**config.mk**
```make
export PLATFORM = sky130hd
export DESIGN_NAME = snd_i2s_out_flat
export DESIGN_NICKNAME = d
export VERILOG_FILES = /design/src/rtl/snd_i2s_out_if.sv /design/src/rtl/snd_i2s_out.sv /design/src/flat_wrapper.sv
export SDC_FILE = /design/constraint.sdc
export NUM_CORES = 1
export LEC_CHECK = 0
export CORE_ASPECT_RATIO = 0.7
export CORE_MARGIN = 3
export CORE_UTILIZATION = 45
export CTS_CLUSTER_DIAMETER = 150
export CTS_CLUSTER_SIZE = 30
export DETAILED_ROUTE_END_ITERATION = 12
export PLACE_DENSITY_LB_ADDON = 0.15
export SETUP_SLACK_MARGIN = 0.02
export SYNTH_ARGS = -nofsm -noshare
export SYNTH_HDL_FRONTEND = slang
export SYNTH_SLANG_ARGS = --single-unit
```
**constraint.sdc**
```tcl
create_clock -name ACLK -period 2.83 [get_ports ACLK]
set_clock_uncertainty 0.1 [all_clocks]
set_input_delay 0.566 -clock ACLK [delete_from_list [all_inputs] [get_ports ACLK]]
set_output_delay 0.566 -clock ACLK [all_outputs]
set_load 0.05 [all_outputs]
```
**src/rtl/snd_i2s_out_if.sv**
```systemverilog
// FIFO read port between the sound sample FIFO and the I2S serialiser.
// master = sample consumer (snd_i2s_out), slave = FIFO.
interface snd_i2s_out_if;
    // Pop protocol: FIFO_RDEN is a one-cycle strobe raised only while FIFO_EMPTY is low;
    // FIFO_DOUT holds the popped word during the cycle after the strobe.
    logic [31:0] FIFO_DOUT;
    logic        FIFO_EMPTY;
    logic [10:0] FIFORDCNT;
    logic        FIFO_RDEN;

    modport master (
        input  FIFO_DOUT,
        input  FIFO_EMPTY,
        input  FIFORDCNT,
        output FIFO_RDEN
    );

    modport slave (
        output FIFO_DOUT,
        output FIFO_EMPTY,
        output FIFORDCNT,
        input  FIFO_RDEN
    );
endinterface

```
**src/rtl/snd_i2s_out.sv**
```systemverilog
// I2S serialiser for 32-bit stereo FIFO words (L = [31:16], R = [15:0]), 64 BCLK per
// frame, with start/stop control, one-frame prefetch and a sticky underrun flag.
module snd_i2s_out #(
    parameter int BCLK_HDIV   = 16,
    parameter int START_LEVEL = 256
) (
    input  logic          ACLK,
    input  logic          ARST,
    input  logic [1:0]    COMMAND,
    snd_i2s_out_if.master fifo,
    output logic          I2S_BCLK,
    output logic          I2S_LRCK,
    output logic          I2S_SDATA,
    output logic          PLAYING,
    output logic          UNDERRUN
);
    localparam int              DW        = (BCLK_HDIV > 2) ? $clog2(BCLK_HDIV) : 1;
    localparam logic [DW-1:0]   DIV_LAST  = DW'(BCLK_HDIV - 1);
    localparam logic [10:0]     START_CNT = 11'(START_LEVEL);

    typedef enum logic [1:0] {
        S_IDLE = 2'd0,
        S_FILL = 2'd1,
        S_PLAY = 2'd2
    } state_t;

    state_t        state_q;
    logic [DW-1:0] divcnt_q;
    logic          bclk_q;
    logic [5:0]    bitcnt_q;
    logic [5:0]    bitcnt_d;
    logic          lrck_q;
    logic          sdata_q;
    logic          playing_q;
    logic          underrun_q;
    logic          rden_q;
    logic          rden_dly_q;
    logic          stop_req_q;
    logic          next_vld_q;
    logic [31:0]   next_smp_q;
    logic [31:0]   shift_q;

    logic          cmd_start;
    logic          cmd_stop;
    logic          div_wrap;
    logic          bclk_fall;
    logic          frame_wrap;
    logic          prefetch;
    logic [4:0]    slot;
    logic [4:0]    bit_idx;
    logic          slot_bit;

    always_comb begin
        cmd_start  = (COMMAND == 2'b01);
        cmd_stop   = (COMMAND == 2'b10);
        div_wrap   = (divcnt_q == DIV_LAST);
        bclk_fall  = div_wrap && bclk_q;
        bitcnt_d   = bitcnt_q + 6'd1;
        frame_wrap = bclk_fall && (bitcnt_d == 6'd0);
        prefetch   = bclk_fall && (bitcnt_d == 6'd63) && !fifo.FIFO_EMPTY;
        // Slot k (1..16) of a half-frame carries channel bit 16-k; the top index bit
        // selects the left half-word while LRCK is low.
        slot       = bitcnt_d[4:0];
        bit_idx    = {~bitcnt_d[5], 4'(5'd16 - slot)};
        slot_bit   = ((slot >= 5'd1) && (slot <= 5'd16)) ? shift_q[bit_idx] : 1'b0;
    end

    always_ff @(posedge ACLK or posedge ARST) begin
        if (ARST) begin
            state_q    <= S_IDLE;
            divcnt_q   <= '0;
            bclk_q     <= 1'b0;
            bitcnt_q   <= 6'd63;
            lrck_q     <= 1'b0;
            sdata_q    <= 1'b0;
            playing_q  <= 1'b0;
            underrun_q <= 1'b0;
            rden_q     <= 1'b0;
            rden_dly_q <= 1'b0;
            stop_req_q <= 1'b0;
            next_vld_q <= 1'b0;
            next_smp_q <= 32'h0;
            shift_q    <= 32'h0;
        end else begin
            rden_q     <= 1'b0;
            rden_dly_q <= rden_q;
            case (state_q)
                S_IDLE: begin
                    if (cmd_start) begin
                        state_q    <= S_FILL;
                        underrun_q <= 1'b0;
                    end
                end
                S_FILL: begin
                    if (cmd_stop) begin
                        state_q <= S_IDLE;
                    end else if ((fifo.FIFORDCNT >= START_CNT) && !fifo.FIFO_EMPTY) begin
                        state_q    <= S_PLAY;
                        playing_q  <= 1'b1;
                        rden_q     <= 1'b1;
                        divcnt_q   <= '0;
                        bclk_q     <= 1'b0;
                        bitcnt_q   <= 6'd63;
                        stop_req_q <= 1'b0;
                    end
                end
                S_PLAY: begin
                    if (cmd_stop) begin
                        stop_req_q <= 1'b1;
                    end else if (cmd_start) begin
                        stop_req_q <= 1'b0;
                    end
                    if (rden_dly_q) begin
                        next_smp_q <= fifo.FIFO_DOUT;
                        next_vld_q <= 1'b1;
                    end
                    divcnt_q <= div_wrap ? '0 : divcnt_q + DW'(1);
                    if (div_wrap) begin
                        bclk_q <= ~bclk_q;
                    end
                    if (frame_wrap && stop_req_q) begin
                        // Stop lands exactly on the frame boundary; the prefetched word is dropped.
                        state_q    <= S_IDLE;
                        playing_q  <= 1'b0;
                        bclk_q     <= 1'b0;
                        lrck_q     <= 1'b0;
                        sdata_q    <= 1'b0;
                        next_vld_q <= 1'b0;
                        stop_req_q <= 1'b0;
                        bitcnt_q   <= 6'd63;
                        divcnt_q   <= '0;
                        shift_q    <= 32'h0;
                    end else if (bclk_fall) begin
                        bitcnt_q <= bitcnt_d;
                        lrck_q   <= bitcnt_d[5];
                        sdata_q  <= slot_bit;
                        if (frame_wrap) begin
                            shift_q    <= next_vld_q ? next_smp_q : 32'h0;
                            next_vld_q <= 1'b0;
                            if (!next_vld_q) begin
                                underrun_q <= 1'b1;
                            end
                        end
                        if (prefetch) begin
                            rden_q <= 1'b1;
                        end
                    end
                end
                default: begin
                    state_q <= S_IDLE;
                end
            endcase
        end
    end

    assign fifo.FIFO_RDEN = rden_q;
    assign I2S_BCLK       = bclk_q;
    assign I2S_LRCK       = lrck_q;
    assign I2S_SDATA      = sdata_q;
    assign PLAYING        = playing_q;
    assign UNDERRUN       = underrun_q;
endmodule
```
**src/flat_wrapper.sv**
```systemverilog
// flat-port wrapper written by rule: the top's interface ports become plain ports
module snd_i2s_out_flat 
#(
    parameter int BCLK_HDIV   = 16,
    parameter int START_LEVEL = 256
)
  (ACLK, ARST, COMMAND, I2S_BCLK, I2S_LRCK, I2S_SDATA, PLAYING, UNDERRUN, fifo_FIFO_DOUT, fifo_FIFO_EMPTY, fifo_FIFORDCNT, fifo_FIFO_RDEN);
  snd_i2s_out_if fifo_i ();
  input  logic ACLK;
  input  logic ARST;
  input  logic [1:0] COMMAND;
  output logic I2S_BCLK;
  output logic I2S_LRCK;
  output logic I2S_SDATA;
  output logic PLAYING;
  output logic UNDERRUN;
  input wire logic [$bits(fifo_i.FIFO_DOUT)-1:0] fifo_FIFO_DOUT;
  input wire logic [$bits(fifo_i.FIFO_EMPTY)-1:0] fifo_FIFO_EMPTY;
  input wire logic [$bits(fifo_i.FIFORDCNT)-1:0] fifo_FIFORDCNT;
  output wire logic [$bits(fifo_i.FIFO_RDEN)-1:0] fifo_FIFO_RDEN;
  assign fifo_i.FIFO_DOUT = fifo_FIFO_DOUT;
  assign fifo_i.FIFO_EMPTY = fifo_FIFO_EMPTY;
  assign fifo_i.FIFORDCNT = fifo_FIFORDCNT;
  assign fifo_FIFO_RDEN = fifo_i.FIFO_RDEN;
  snd_i2s_out #(.BCLK_HDIV(BCLK_HDIV), .START_LEVEL(START_LEVEL)) u_core (.ACLK(ACLK), .ARST(ARST), .COMMAND(COMMAND), .fifo(fifo_i), .I2S_BCLK(I2S_BCLK), .I2S_LRCK(I2S_LRCK), .I2S_SDATA(I2S_SDATA), .PLAYING(PLAYING), .UNDERRUN(UNDERRUN));
endmodule
```
Word level (Yosys, flattened, before mapping)
Index checks and enable logic that the tools add are counted.
- $add $sub $neg: 3
- magnitude comparators: 4
- equality and inequality tests: 18
- mux-type cells: 54
- bitwise gates (word level): 2
- reduce and logical (&&, ||, !) cells: 24
- operators by type and width (operator ; count):
    $mux W32 ; 4
    $mux W1 ; 29
    $mux W6 ; 4
    $mux W4 ; 4
    $reduce_and A4 Y1 ; 4
    $pmux W6 S2 ; 1
    $ge A11 B9 Y1 const B ; 1
    $ne A2 B1 Y1 const B ; 5
    $pmux W1 S2 ; 5
    $ne A3 B1 Y1 const B ; 3
    $reduce_and A3 Y1 ; 3
    $mux W2 ; 4
    $pmux W4 S2 ; 1
    $reduce_bool A2 Y1 ; 4
    $logic_and A1 B1 Y1 ; 7
    $add A6 B1 Y6 const B ; 1
    $eq A6 B6 Y1 const B ; 1
    $logic_not A6 Y1 ; 1
    $lt A5 B6 Y1 const B ; 1
    $ne A2 B2 Y1 const B ; 3
    $pmux W2 S3 ; 1
    $reduce_and A6 Y1 ; 1
    $bmux W1 S5 ; 1
    $ge A5 B1 Y1 const B ; 1
    11 further kinds ; 15
- flip-flop bits (word level): 85
- input port bits: 48
- logic and storage cells: 119

Longest topological paths before layout
Gate-level depths: netlist of run 1.
- word-level depth: 8
- gate-level depth with buffers: 10
- depth with buffers taken out: 9

Least setup slack after synthesis of run 1
OpenSTA, ideal clock, no wires.
- kind: register to register
- start: reg u_core.bitcnt_q[0]
- end: reg u_core.sdata_q (netlist: u_core.I2S_SDATA)
- setup time: 131 ps
- arrival time: 2531 ps
- data required time: 2599 ps
- slack: 68 ps
- cell stages (with the launch flop): 10
- path buffers: 2
- path through: dfstp_2 -> buf_2 -> inv_1 -> ha_1 -> buf_6 -> mux4_2 -> nor2b_1 -> mux2_4 -> o31ai_4 -> o211ai_2
- longest elaborated chain between the ends: 7
- elaborated cells on any way between the ends: 16
- those cells by class: add/sub (2); order compare (2); mux (5); bitwise (1); reduce/logical (6)
- ends and longest elaborated chain (element ; RTL line ; text):
    from (decl) ; snd_i2s_out.sv:30 ; logic [5:0] bitcnt_q;
    from (signal assigned) ; snd_i2s_out.sv:134 ; bitcnt_q <= bitcnt_d;
    $add A6 B1 Y6 (*) ; snd_i2s_out.sv:58 ; bitcnt_d = bitcnt_q + 6'd1;
    $sub A1 B4 Y4 / $not A1 Y1 (equally long branches) ; snd_i2s_out.sv:64 ; bit_idx = {~bitcnt_d[5], 4'(5'd16 - slot)};
    $bmux W1 S5 ; snd_i2s_out.sv:65 ; slot_bit = ((slot >= 5'd1) && (slot <= 5'd16)) ? shift_q[bit_idx] : 1'b0;
    $mux W1 (implied by the code) ; snd_i2s_out.sv:65 ;
    $mux W1 ; snd_i2s_out.sv:65 ;
    $mux W1 ; snd_i2s_out.sv:133 ; end else if (bclk_fall) begin
    $mux W1 ; snd_i2s_out.sv:121 ; if (frame_wrap && stop_req_q) begin
    to (signal assigned) ; snd_i2s_out.sv:136 ; sdata_q <= slot_bit;
    to (decl) ; snd_i2s_out.sv:33 ; logic sdata_q;
Every way passes the cells marked *; elsewhere a longest branch is shown, timed or not. The select of a mux whose other input is x is not followed.
A chain may end at the register's enable or synchronous reset.

Final worst setup path of run 1
Ends and elaborated chain as after synthesis.

==> results of run 1 <==
per-layer routing:
layer  share of wire, %  vias up  routed length, um  global-route usage (%)
met3                4.2       10                338                    4.76
met2                 46       48               3680                    26.7
met4                1.1        0                 92                    4.63
li1                   -     1408                  -                       -
met1                 49     1408               3970                    24.4
met5                  0        -                  0                       0
flip-flops by register name, summed over array words and instances (netlist names):
| register | cells |
|---|---|
| u_core.I2S_SDATA | 1 |
| u_core.I2S_BCLK | 1 |
| u_core.stop_req_q | 1 |
| u_core.rden_dly_q | 1 |
| u_core.I2S_LRCK | 1 |
| u_core.next_vld_q | 1 |
| u_core.state_q | 2 |
| u_core.PLAYING | 1 |
| u_core.next_smp_q | 32 |
| u_core.bitcnt_q | 6 |
| u_core.UNDERRUN | 1 |
| u_core.divcnt_q | 4 |
| u_core.shift_q | 32 |
| u_core.fifo.FIFO_RDEN | 1 |
cells by family after synthesis:
group	after synthesis	synth area share (%)
AOI/OAI and AO/OA	40	6.64
xor gates and xnor gates	7	2.47
adders and majority gates	10	3.02
buffers and inverters	28	3.86
DFF	85	51.5
muxes	45	14.4
and+or+nand+nor	162	18.1
cell usage after synthesis (2+ instances only):
cell      instances  area [um^2]
a21o_1            2         15.0
a31oi_1           4         25.0
o21ai_2           2         17.5
buf_1             3         11.3
dfrtp_1          79         1980
nand3_1          42          210
mux2i_1           2         20.0
mux2_2           34          383
o31ai_1           3         22.5
inv_1             9         33.8
buf_4             4         30.0
xor2_1            2         17.5
buf_2             2         10.0
a22o_1            2         17.5
nand4_1           2         12.5
nand2b_1          2         12.5
nand4b_1          2         17.5
buf_6             5         56.3
mux4_2            8          180
nand2_1          79          297
nor2b_1           3         18.8
a21oi_1          13         65.1
clkbuf_1          5         18.8
ha_1             10          125
nor3_1            3         15.0
nor2_1           16         60.1
xor2_2            3         48.8
and3_1            4         25.0
dfstp_2           6          158
o21ai_0           6         30.0
worst reg2reg max path, cell delays in order (launching register included):
cell and delay, ns:
dfstp_2 0.53, inv_1 0.06, ha_1 0.44, buf_4 0.20, mux4_2 0.48, nor2b_1 0.14, mux2_4 0.28, o31ai_4 0.18
o211ai_2 0.11
per-stage QoR:
stage | cell area, um^2 | utilization (%) | setup WS [ns] | hold slack, ns
after floorplan | 4150 | - | 0.0678 | 0.333
after global placement | 4780 | 55.0 | 0.218 | 0.270
after detailed placement | 4780 | 55.0 | 0.174 | 0.278
after CTS | 5060 | 58.2 | 0.177 | 0.288
after global routing | 5060 | 58.2 | 0.0576 | 0.296
final | 5060 | 58.2 | 0.196 | 0.281
worst min path at each step:
stage / endpoint / cells after the start / startpoint
global placement: u_core.rden_dly_q / 0 / u_core.fifo.FIFO_RDEN
CTS: u_core.rden_dly_q / 0 / u_core.fifo.FIFO_RDEN
finish: u_core.rden_dly_q / 0 / u_core.fifo.FIFO_RDEN
floorplan: u_core.shift_q[12] / 2 / u_core.shift_q[12]
global route: u_core.rden_dly_q / 0 / u_core.fifo.FIFO_RDEN
detailed placement: u_core.rden_dly_q / 0 / u_core.fifo.FIFO_RDEN
layout by cell type, fill, tap and decap left out, types with 3 or more instances in the layout:
cell type and count:
a21oi_1 13, nor2b_1 3, clkdlybuf4s50_1 45, ha_1 10, mux4_2 8, dfstp_2 6, clkbuf_16 9, o21ai_0 6
nor3_1 3, nand2_1 79, buf_4 15, nand3_1 42, nor2_1 16, xor2_2 3, mux2_2 34, inv_1 8
and3_1 4, a31oi_1 4, dfrtp_1 79, clkinvlp_4 3, o31ai_1 3
power breakdown:
group          total (mW)  internal (mW)  switching [mW]
clock                1.09          0.602           0.484
sequential           1.65           1.49           0.155
combinational       0.726          0.354           0.371
cell type report:
class / instances / area (um^2)
clock buffer: 10 / 229
clock inverter: 6 / 48.8
fill: 792 / 3630
inverter: 9 / 37.5
multi-input combinational: 264 / 1850
sequential: 85 / 2130
tap: 120 / 150
timing repair buffer: 62 / 603
==> results.json, run 1 <==
{
  "grt_use_total_pct": 17.3,
  "cp-endpoint": "u_core.I2S_SDATA",
  "worstPathArrival_ns": 2.75,
  "clock_sinks": 85,
  "power_mw": 3.46,
  "routed_via_density": 5.17,
  "worst_slew_pin_slew_ns": 0.641,
  "placed_cells": 540,
  "clk_latency_ns": 0.33,
  "cp_num_buf_inv": 2,
  "dieArea_um2": 10400,
  "synth-edff-count": 0,
  "place.gp.congestion": 0.832,
  "cp_cell_sequence": "inv_1, ha_1, buf_4, mux4_2, nor2b_1, mux2_4, o31ai_4, o211ai_2",
  "drtIter0Drc": 165,
  "reg2reg_to": "u_core.I2S_SDATA",
  "crit_family": "multiplexers",
  "crit_start": "u_core.bitcnt_q[0]",
  "syn_nets": 435,
  "crit_path_start_kind": "register",
  "instances_no_fill": 556,
  "r2r_setup_slack_ns": 0.20,
  "grt_start_max_net_pins": 86,
  "syn_inst": 377,
  "start_util_pct": 47.7,
  "critical-path-max-stage-delay_ns": 0.53,
  "required_ns": 2.94,
  "dieHeight_um": 86.3,
  "maxCapViolations": 0,
  "setup_viol": 0,
  "finalSetupTns_ns": 0,
  "port_buffers": 45,
  "p_leak_nw": 2.35,
  "vias": 2874,
  "slew_viol_final": 0,
  "synth_area_per_cell_um2": 11.0,
  "wirelength_um": 8080,
  "synth_cell_type_count": 50,
  "final_hold_viol_count": 0,
  "min_period_ns": 2.63,
  "drt-pass1-iter-count": 4,
  "critPathCaptureType": "register",
  "finalCritPeriodShare_pct": 93.1,
  "antenna-diode-count": 0,
  "die_x_um": 121,
  "hp-class": "reg2reg",
  "num_io_pins": 54,
  "cp_max_fo": 7,
  "post-cts-setup-buffers": 0,
  "gr-total-overflow": 0,
  "r2r_start": "u_core.bitcnt_q[0]",
  "ctsResizeCount": 0,
  "core_region_area_um2": 8690,
  "ant_nets": 0,
  "slowest_stage": "dfstp_2",
  "synth_ff_type": "dfrtp_1",
  "crit_type": "reg2reg",
  "slew_headroom_pct": 57.3,
  "drc_errors": 0,
  "grt_pass1_vias": 2915,
  "clk_path_buf_depth": 2,
  "fp-row-count": 28,
  "async_reset_ff_share_pct": 100,
  "dp_hpwl_um": 5550,
  "ys_seq_area_share_pct": 51.5,
  "ys_ff_latch": 85,
  "status": "completed",
  "powerDensity_nw_per_um2": 684,
  "grt_pass1_wl_um": 14200,
  "yosys_warnings": 0,
  "fmax_mhz": 380,
  "peakVddDrop_mv": 0.477,
  "reg2reg_depth": 8,
  "cts_tree": "done",
  "rsz0062_at_grt": "false",
  "nets": 489,
  "htree_levels": 3,
  "ctsRootBufferMaster": "clkbuf_16",
  "clk_pin_slew_ns": 0.06,
  "avgRoutedWirePerCell_um": 14.5,
  "drive_gt1_share_pct": 22.2,
  "ctsHoldBuffers": 0,
  "crit_cells": 8,
  "antenna_found_initial": 0,
  "synth_area_um2": 4150,
  "numCtsBuffers": 9,
  "area_growth_pct": 21.9
}
(Power assumes the default switching activity.)
==> run 2, diff against run 1 <==
- SLEW_MARGIN: unset -> 5
==> results of run 2 <==
The final DEF is identical to that of run 1; final timing and power are the same.
